===== src/rtl/pcm_i2s_tx_pkg.sv =====
// pcm_i2s_tx_pkg: shared frame geometry and divider sizing for the I2S transmitter
package pcm_i2s_tx_pkg;
  localparam int SLOT_BITS = 32;
  localparam int FRAME_BITS = 64;
  localparam int BIT_CNT_W = 6;
  function automatic int div_cnt_w(input int div);
    return (div <= 2) ? 1 : $clog2(div);
  endfunction
endpackage


===== src/rtl/pcm_i2s_tx_clkgen_bck_lrck_gen.sv =====
// bck_lrck_gen: MCLK divider producing BCK, LRCK, the bit position and the frame-load strobe
module bck_lrck_gen
  import pcm_i2s_tx_pkg::*;
#(
  parameter int BCK_DIV = 2
) (
  input  logic                 i_clk,
  input  logic                 i_rst_n,
  output logic                 o_bck,
  output logic                 o_lrck,
  output logic [BIT_CNT_W-1:0] o_bit_cnt,
  output logic                 o_bck_fall,
  output logic                 o_load
);
  localparam int DIV_W = div_cnt_w(BCK_DIV);
  localparam logic [DIV_W-1:0] DIV_LAST = DIV_W'(BCK_DIV - 1);
  localparam logic [DIV_W-1:0] DIV_HALF = DIV_W'(BCK_DIV / 2);
  logic [DIV_W-1:0] r_div, w_div_nxt;
  logic [BIT_CNT_W-1:0] r_bit, w_bit_nxt;
  logic r_bck, r_lrck, w_wrap;
  assign w_wrap = r_div == DIV_LAST;
  assign w_div_nxt = w_wrap ? '0 : r_div + 1'b1;
  assign w_bit_nxt = r_bit + 1'b1;
  // BCK is registered from the next divider value so it always matches div_cnt; bit/LRCK move on BCK falls
  always_ff @(posedge i_clk or negedge i_rst_n)
    if (!i_rst_n) begin
      r_div <= '0;
      r_bit <= '0;
      r_bck <= 1'b0;
      r_lrck <= 1'b0;
    end else begin
      r_div <= w_div_nxt;
      r_bck <= w_div_nxt >= DIV_HALF;
      if (w_wrap) begin
        r_bit <= w_bit_nxt;
        r_lrck <= w_bit_nxt[BIT_CNT_W-1];
      end
    end
  assign o_bck = r_bck;
  assign o_lrck = r_lrck;
  assign o_bit_cnt = r_bit;
  assign o_bck_fall = w_wrap;
  assign o_load = w_wrap && (r_bit == '1);
endmodule


===== src/rtl/pcm_i2s_tx_clkgen.sv =====
// pcm_i2s_tx_clkgen: I2S transmitter with one-pair holding buffer, MCLK-derived BCK/LRCK and sticky underrun
module pcm_i2s_tx_clkgen
  import pcm_i2s_tx_pkg::*;
#(
  parameter int PCM_BIT_WIDTH = 32,
  parameter int BCK_DIV = 2
) (
  input  logic                     MCLK_I,
  input  logic                     NRST_I,
  input  logic [PCM_BIT_WIDTH-1:0] DATAL_I,
  input  logic [PCM_BIT_WIDTH-1:0] DATAR_I,
  input  logic                     VALID_I,
  output logic                     READY_O,
  input  logic                     UNDERRUN_CLR_I,
  output logic                     MCLK_O,
  output logic                     BCK_O,
  output logic                     LRCK_O,
  output logic                     DATA_O,
  output logic                     UNDERRUN_O
);
  localparam int PAD = SLOT_BITS - PCM_BIT_WIDTH;
  logic [SLOT_BITS-1:0] w_slot_l, w_slot_r;
  logic [FRAME_BITS-1:0] r_hold, r_word;
  logic [BIT_CNT_W-1:0] w_bit;
  logic r_hold_full, r_ready, r_und, r_data;
  logic w_accept, w_load, w_bck_fall, w_hold_nxt;
  bck_lrck_gen #(.BCK_DIV(BCK_DIV)) u_gen (
    .i_clk      (MCLK_I),
    .i_rst_n    (NRST_I),
    .o_bck      (BCK_O),
    .o_lrck     (LRCK_O),
    .o_bit_cnt  (w_bit),
    .o_bck_fall (w_bck_fall),
    .o_load     (w_load)
  );
  assign w_slot_l = SLOT_BITS'(DATAL_I) << PAD;
  assign w_slot_r = SLOT_BITS'(DATAR_I) << PAD;
  assign w_accept = VALID_I & r_ready;
  assign w_hold_nxt = w_accept | (r_hold_full & ~w_load);
  // hold accepts a pair, frame load drains it (pre-edge state), serial bit k of the word goes out one BCK late
  always_ff @(posedge MCLK_I or negedge NRST_I)
    if (!NRST_I) begin
      r_hold <= '0;
      r_word <= '0;
      r_hold_full <= 1'b0;
      r_ready <= 1'b0;
      r_und <= 1'b0;
      r_data <= 1'b0;
    end else begin
      if (w_accept) r_hold <= {w_slot_l, w_slot_r};
      if (w_load) r_word <= r_hold_full ? r_hold : '0;
      r_hold_full <= w_hold_nxt;
      r_ready <= ~w_hold_nxt;
      r_und <= (w_load & ~r_hold_full) | (r_und & ~UNDERRUN_CLR_I);
      if (w_bck_fall) r_data <= r_word[~w_bit];
    end
  assign MCLK_O = MCLK_I;
  assign READY_O = r_ready;
  assign DATA_O = r_data;
  assign UNDERRUN_O = r_und;
endmodule


===== config.mk =====
export PLATFORM = sky130hd
export DESIGN_NAME = pcm_i2s_tx_clkgen
export DESIGN_NICKNAME = d
export VERILOG_FILES = /design/src/rtl/pcm_i2s_tx_pkg.sv /design/src/rtl/pcm_i2s_tx_clkgen_bck_lrck_gen.sv /design/src/rtl/pcm_i2s_tx_clkgen.sv
export SDC_FILE = /design/constraint.sdc
export NUM_CORES = 1
export LEC_CHECK = 0
export ABC_AREA = 0
export CORE_ASPECT_RATIO = 1.25
export CORE_UTILIZATION = 55
export CTS_CLUSTER_SIZE = 10
export DETAILED_ROUTE_END_ITERATION = 6
export GPL_TIMING_DRIVEN = 0
export PLACE_DENSITY = 0.79
export SLEW_MARGIN = 20
export SYNTH_ARGS = -nofsm -noshare
export SYNTH_HDL_FRONTEND = slang
export SYNTH_SLANG_ARGS = --single-unit

===== constraint.sdc =====
create_clock -name MCLK_I -period 2.63 [get_ports MCLK_I]
set_input_delay 0.6575 -clock MCLK_I [delete_from_list [all_inputs] [get_ports MCLK_I]]
set_output_delay 0.6575 -clock MCLK_I [all_outputs]
set_load 0.05 [all_outputs]

==> run summary, run 1 <==
Mapped Nets -> 569
PortBufs -> 73
num ports -> 74
die height -> 117.4 um
sequential area share after synthesis -> 0.5940
number of max-cap violations -> 0
Critical path origin -> MCLK_I
Routed Antenna Nets -> 0
internal power -> 3989 uW
crit path buf inv count -> 4
Avg Cell Area, Syn -> 11.71 um^2
Critical path destination -> MCLK_O
placed cells -> 703
CP peak stage delay -> 0.20 ns
Max-Slew Margin vs Limit -> 0.5310
# DRC -> 0
Iteration-0 DRC Markers -> 274
WL final -> 12140 um
FP Rows -> 41
routed length per instance -> 16.45 um
Area after DPL -> 6780 um^2
Seq pwr share -> 0.427
reg2reg end -> DATA_O
Arrival @ worst endpoint -> 1.87 ns
CP Cell Sequence -> clkbuf_16 > clkbuf_16 > buf_4 > buf_2
Top FF cell, synth -> dfrtp_1
Crit Path Category -> clock port to output pin
max-slew violation count -> 0
post-synth top area share -> 0.5940
Non-Filler Instances -> 738
DP HPWL -> 7988 um
Tot GR Track Use -> 0.2456
DRT Pass-1 Iters -> 5
Chip Width -> 94.29 um
area grow syn2layout -> 27.31%
Final setup viols -> 0
RSZ-0062 raised after global routing -> no
top post-synthesis cells by count -> 139 x dfrtp_1, 134 x nand2_1, 67 x mux2_2
synth unique cells -> 32
initial antenna violation count -> 0
RePlAce Congestion -> 0.8196
Final Instance Area -> 7455 um^2
vias in the first global route -> 4325
Clock Power Share -> 0.544
asr flop ratio synth -> 1.000
Crit. End Element -> output pin
Worst R2R Setup Slack -> 0.39 ns
status -> complete, no violations
cell count after synthesis -> 500
die area -> 11070 um^2
leak pwr -> 0.003358 uW
register bit total from synthesis -> 139
diode count -> 0
leading area contributor after synthesis -> dfrtp_1
Crit path depth -> 4
Sw Pwr -> 1019 uW
RR Startpoint -> u_gen.o_bit_cnt[1]
nets -> 665
EDFF count, synth -> 0
share of layout cells above drive strength 1 -> 0.1921
first-pass GRT wire length -> 20440 um
count leader, synth -> dfrtp_1
cell mode on critical path -> clkbuf_16
Net Sw Frac -> 0.2035
largest net degree at the start of global routing -> 88
post-synthesis cell area -> 5856 um^2
CORE AREA -> 10210 um^2
Vias -> 4126
Req. time, crit path -> 1.97 ns
Final Worst Setup Slack -> 0.1002 ns
YS warnings -> 0
Tightest Pin Transition -> 0.7034 ns
CTS tree -> done
crit-path leading delay family -> buffers and inverters
gr ovfl total -> 0
Setup Slack @ Placement -> -0.1665 ns
Worst Skew -> 0.006534 ns
VDD IR max -> 0.5736 mV
worst skew pair latency -> 0.53 ns
DR vias/cell -> 5.591
Clock transition at path regs -> 0.06 ns
Reg2Reg Depth -> 7
Hold Path Class -> input port to async pin
critical path peak fanout -> 2
CP startpoint kind -> clock port
Final Hold Vio Count -> 0
Comb pwr share -> 0.029
Initial Util -> 0.5736
Crit-path slowest cell -> buf_2
hold bufs inserted after CTS -> 0
Power Density -> 671.8 nW/um^2
synth top area cells -> dfrtp_1 59%, mux2_2 13%, nand2_1 8.6%
final core utilization -> 0.7302
==> metal layers <==
metal  share of wire  GRT usage  vias up
li1                -          -     1910
met1            0.39     0.2989     2070
met2            0.54     0.4058      120
met3           0.040    0.06485       26
met4           0.024     0.1077        0
met5               0          0        -
==> sequential cells by signal, indices dropped and copies added (netlist names) <==
name,count
u_gen.o_bit_cnt,5
UNDERRUN_O,1
u_gen.o_bck,1
DATA_O,1
u_gen.o_lrck,1
r_hold_full,1
READY_O,1
r_hold,64
r_word,64
==> area by class of cell <==
cell class / count / area [um^2]
Inverter: 4 / 15.01
Fill cell: 689 / 2754
Sequential cell: 139 / 3478
Clock inverter: 11 / 143.9
Clock buffer: 25 / 540.5
Tap cell: 129 / 161.4
Buffer: 37 / 155.1
Timing Repair Buffer: 73 / 753.2
Multi-Input combinational cell: 320 / 2207
==> cell usage in the layout, fill, tap and decap left out, types with 2 or more instances in the layout <==
cell,n
and3_1,2
mux2_2,67
o21ai_0,65
xnor2_1,4
bufinv_16,3
clkbuf_1,35
nand2b_1,3
inv_1,4
dfrtp_1,139
buf_2,2
mux4_1,5
clkinvlp_4,4
nand2_1,134
nand4_1,3
clkdlybuf4s50_1,71
clkbuf_16,20
o22ai_1,2
mux4_2,9
nor3_1,3
and2_1,2
clkbuf_8,2
mux2i_1,5
clkinv_2,3
buf_4,2
nand3b_1,2
nor2_1,3
==> how the worst min path moves through the flow <==
| stage | from | to | depth (start not counted) |
|---|---|---|---|
| finish | NRST_I | r_hold[40] | 1 |
| global route | NRST_I | r_hold[41] | 1 |
| CTS | NRST_I | r_hold[42] | 1 |
| detailed placement | r_word[30] | r_word[30] | 2 |
| global placement | r_word[25] | r_word[25] | 2 |
| floorplan | NRST_I | DATA_O | 0 |
==> worst register-to-register path: stages (launching register included) <==
cell	delay, ns
dfrtp_1	0.35
clkbuf_1	0.46
buf_2	0.35
mux4_2	0.34
o22ai_1	0.17
nor3_1	0.07
nor3_1	0.21
a41oi_1	0.14
==> power groups by stage <==
stage	clock network, uW	registers, uW	logic (uW)
detailed placement	109	2180	148
global route	2860	2140	159
CTS	2750	2140	149
global placement	109	2180	139
finish	2720	2140	144
floorplan	82.0	2180	1.07
==> kinds of logic after synthesis <==
kind of cell,synth area share
AND/OR/NAND/NOR,0.1056
adder cells (fa/ha/maj),0.002136
buffers and inverters,0.02906
XOR/XNOR,0.007478
flip-flops,0.5940
multiplexers,0.1944
AO/OA/AOI/OAI,0.06731
==> stage by stage <==
step	total power (uW)	setup TNS (ns)	hold slack [ns]
detailed placement	2434	-5.672	0.4626
CTS	5039	0	0.04402
finish	5008	0	0.03468
floorplan	2261	0	0.3619
global route	5159	0	0.05486
global placement	2427	-588.45	0.4545
==> what timing repair did <==
action,4_1_cts,5_1_grt
endpoints found under the hold margin,0,0
setup buffers,0,0
endpoints found under the setup margin,1,0
resized for setup,5,0
No activity file was read; power rests on OpenSTA's default activity.
==> inputs of run 2 (changes only) <==
--- a/config.mk
+++ b/config.mk
@@ -6,13 +6,15 @@
 export NUM_CORES = 1
 export LEC_CHECK = 0
 export ABC_AREA = 0
+export CAP_MARGIN = 20
 export CORE_ASPECT_RATIO = 1.25
 export CORE_UTILIZATION = 55
 export CTS_CLUSTER_SIZE = 10
 export DETAILED_ROUTE_END_ITERATION = 6
 export GPL_TIMING_DRIVEN = 0
 export PLACE_DENSITY = 0.79
-export SLEW_MARGIN = 20
+export REMOVE_ABC_BUFFERS = 1
+export SLEW_MARGIN = 10
 export SYNTH_ARGS = -nofsm -noshare
 export SYNTH_HDL_FRONTEND = slang
 export SYNTH_SLANG_ARGS = --single-unit
==> run 2 against run 1 <==
Net effect: via count down 5.1%; sequential power about the same; worst hold slack better by 0.026 ns; core utilization up 0.51 points; wire length down 6.0%; register-to-register slack worse by 0.19 ns; final cell count down 3.7%; clock skew up 0.0011 ns; combinational power about the same; global-route usage down 0.80 points; non-clock buffer count down 27; critical path type is now flip-flop to output pin; largest cell class unchanged.
==> run summary, run 2 (synthesized netlist as in run 1, its figures left out) <==
Crit-path slowest cell -> clkdlybuf4s50_1
Final setup viols -> 0 (unchanged)
multi-input logic area -> 2215 um^2 (+0.34%)
first-pass GRT wire length -> 19760 um (-3.3%)
CTS tree -> done
Worst Skew -> 0.007684 ns (+0.001150 ns)
max-slew violation count -> 0 (unchanged)
PortBufs -> 73 (unchanged)
largest net degree at the start of global routing -> 94 (+6.8%)
crit-path leading delay family -> buffers and inverters
Arrival @ worst endpoint -> 1.80 ns (-0.07 ns)
fmax -> 406.8 MHz
CORE AREA -> 10210 um^2 (unchanged)
FP Rows -> 41 (unchanged)
Chip Width -> 94.29 um (unchanged)
diode count -> 0 (unchanged)
share of layout cells above drive strength 1 -> 0.2199 (+0.02781)
placed cells -> 673 (-4.3%)
vias in the first global route -> 4169 (-3.6%)
Non-Filler Instances -> 711 (-3.7%)
DRT Pass-1 Iters -> 4 (-1)
Seq pwr share -> 0.412 (-0.015)
register area -> 3482 um^2 (+0.11%)
critical path peak fanout -> 5 (+3)
Req. time, crit path -> 1.97 ns (about the same)
Vias -> 3917 (-5.1%)
area grow syn2layout -> 28.21%
number of max-cap violations -> 0 (unchanged)
Final Instance Area -> 7507 um^2 (+0.70%)
DR vias/cell -> 5.509 (-1.5%)
RSZ-0062 raised after global routing -> no
final core utilization -> 0.7354 (+0.005147)
Iteration-0 DRC Markers -> 198 (-28%)
worst skew pair latency -> 0.53 ns (about the same)
Initial Util -> 0.5736 (unchanged)
crit path buf inv count -> 1 (-3)
Sw Pwr -> 1002 uW (-1.7%)
Hold Path Class -> input port to async pin
routed length per instance -> 16.05 um (-2.4%)
VDD IR max -> 0.6927 mV (+21%)
leak pwr -> 0.003412 uW (+1.6%)
# DRC -> 0 (unchanged)
Final Hold Vio Count -> 0 (unchanged)
Tot GR Track Use -> 0.2375 (-0.008016)
die height -> 117.4 um (unchanged)
CP peak stage delay -> 0.85 ns (+0.65 ns)
CP startpoint kind -> flip-flop
Max-Slew Margin vs Limit -> 0.4270 (-0.1040)
RePlAce Congestion -> 0.7472 (-8.8%)
gr ovfl total -> 0 (unchanged)
hold bufs inserted after CTS -> 0 (unchanged)
fin crit period -> 2.458 ns
DP HPWL -> 7182 um (-10%)
status -> complete, no violations
fillcell total -> 664 (-3.6%)
CP Cell Sequence -> clkdlybuf4s50_1
num ports -> 74 (unchanged)
Tcrit/Tclk final -> 0.9347
commonest cells after routing, fill and taps aside -> 136 x dfrtp_1, 133 x nand2_1, 70 x clkdlybuf4s50_1
nets -> 638 (-4.1%)
Clock transition at path regs -> 0.06 ns (about the same)
Power Density -> 691.6 nW/um^2 (+3.0%)
setup tns final -> 0 ns (unchanged)
most common cell after layout, fill and taps aside -> dfrtp_1
initial antenna violation count -> 0 (unchanged)
WL final -> 11410 um (-6.0%)
Area after DPL -> 6749 um^2 (-0.46%)
Crit. End Element -> output pin
internal power -> 4190 uW (+5.1%)
Crit Path Category -> flip-flop to output pin
Comb pwr share -> 0.028 (about the same)
die area -> 11070 um^2 (unchanged)
Clock Power Share -> 0.560 (+0.016)
Tightest Pin Transition -> 0.8595 ns (+0.1561 ns)
Routed Antenna Nets -> 0 (unchanged)
Net Sw Frac -> 0.1929 (-0.01058)
worst hold margin -> 0.06045 ns (+0.02577 ns)
run 2: changes by cell type in the layout (fill, tap and decap cells not counted), sizes merged:
cell / delta
bufinv: +2
clkinv: +1
clkdlybuf4s50: -1
buf: +5
clkbuf: -32
dlymetal6s2s: +1
clkinvlp: -3
run 2: layout make-up:
type | instances | area share
Clock buffer | 25 | 0.07333
Clock inverter | 11 | 0.02533
Inverter | 4 | 0.002000
Multi-Input combinational cell | 320 | 0.2950
Sequential cell | 139 | 0.4638
Tap cell | 129 | 0.02150
Timing Repair Buffer | 83 | 0.1190
run 2: what timing repair did:
item | 4_1_cts | 5_1_grt
endpoints found under the setup margin | 29 | 2
gates resized for setup | 3 | 3
pin swaps | 1 | 0
endpoints found under the hold margin | 0 | 0
setup buffers | 3 | 0
run 2: per-layer routing:
layer,wire length (um),track usage,vias to the layer above
met5,0,0,-
met1,4650,0.2824,1967
met4,226,0.1029,0
li1,-,-,1851
met3,354,0.06291,22
met2,6177,0.3999,77
run 2: worst paths after layout:
kind / start / to / slack (ns) / cells after the start
setup / recovery: u_gen.o_lrck / LRCK_O / 0.17 / 1
hold / removal: NRST_I / r_hold[41] / 0.06 / 1
setup reg to reg: u_gen.o_bit_cnt[0] / DATA_O / 0.20 / 6
hold reg to reg: r_word[30] / r_word[30] / 0.47 / 2
max in group asynchronous: NRST_I / u_gen.o_bit_cnt[0] / 1.78 / 2
min in group MCLK_I: r_word[30] / r_word[30] / 0.47 / 2
run 2: power groups by stage:
stage               sequential, uW  clock [uW]  combinational [uW]
finish                        2140        2910                 145
global route                  2140        3040                 162
CTS                           2140        2960                 150
detailed placement            2180        87.7                 149
global placement              2180        87.7                 140
floorplan                     2180           0                1.07
run 2: worst reg2reg max path, stage by stage (launching register included):
cell and delay [ns]:
dfrtp_2 0.62, buf_8 0.22, mux4_1 0.59, mux4_2 0.46, and2_1 0.18, o21ai_2 0.10, a41oi_1 0.11
run 2: metrics by stage:
step,total power [uW],worst slack [ns]
floorplan,2179,-1.699
global placement,2407,-4.219
detailed placement,2415,-0.04457
CTS,5246,0.001660
global route,5344,0.04033
finish,5192,0.1717
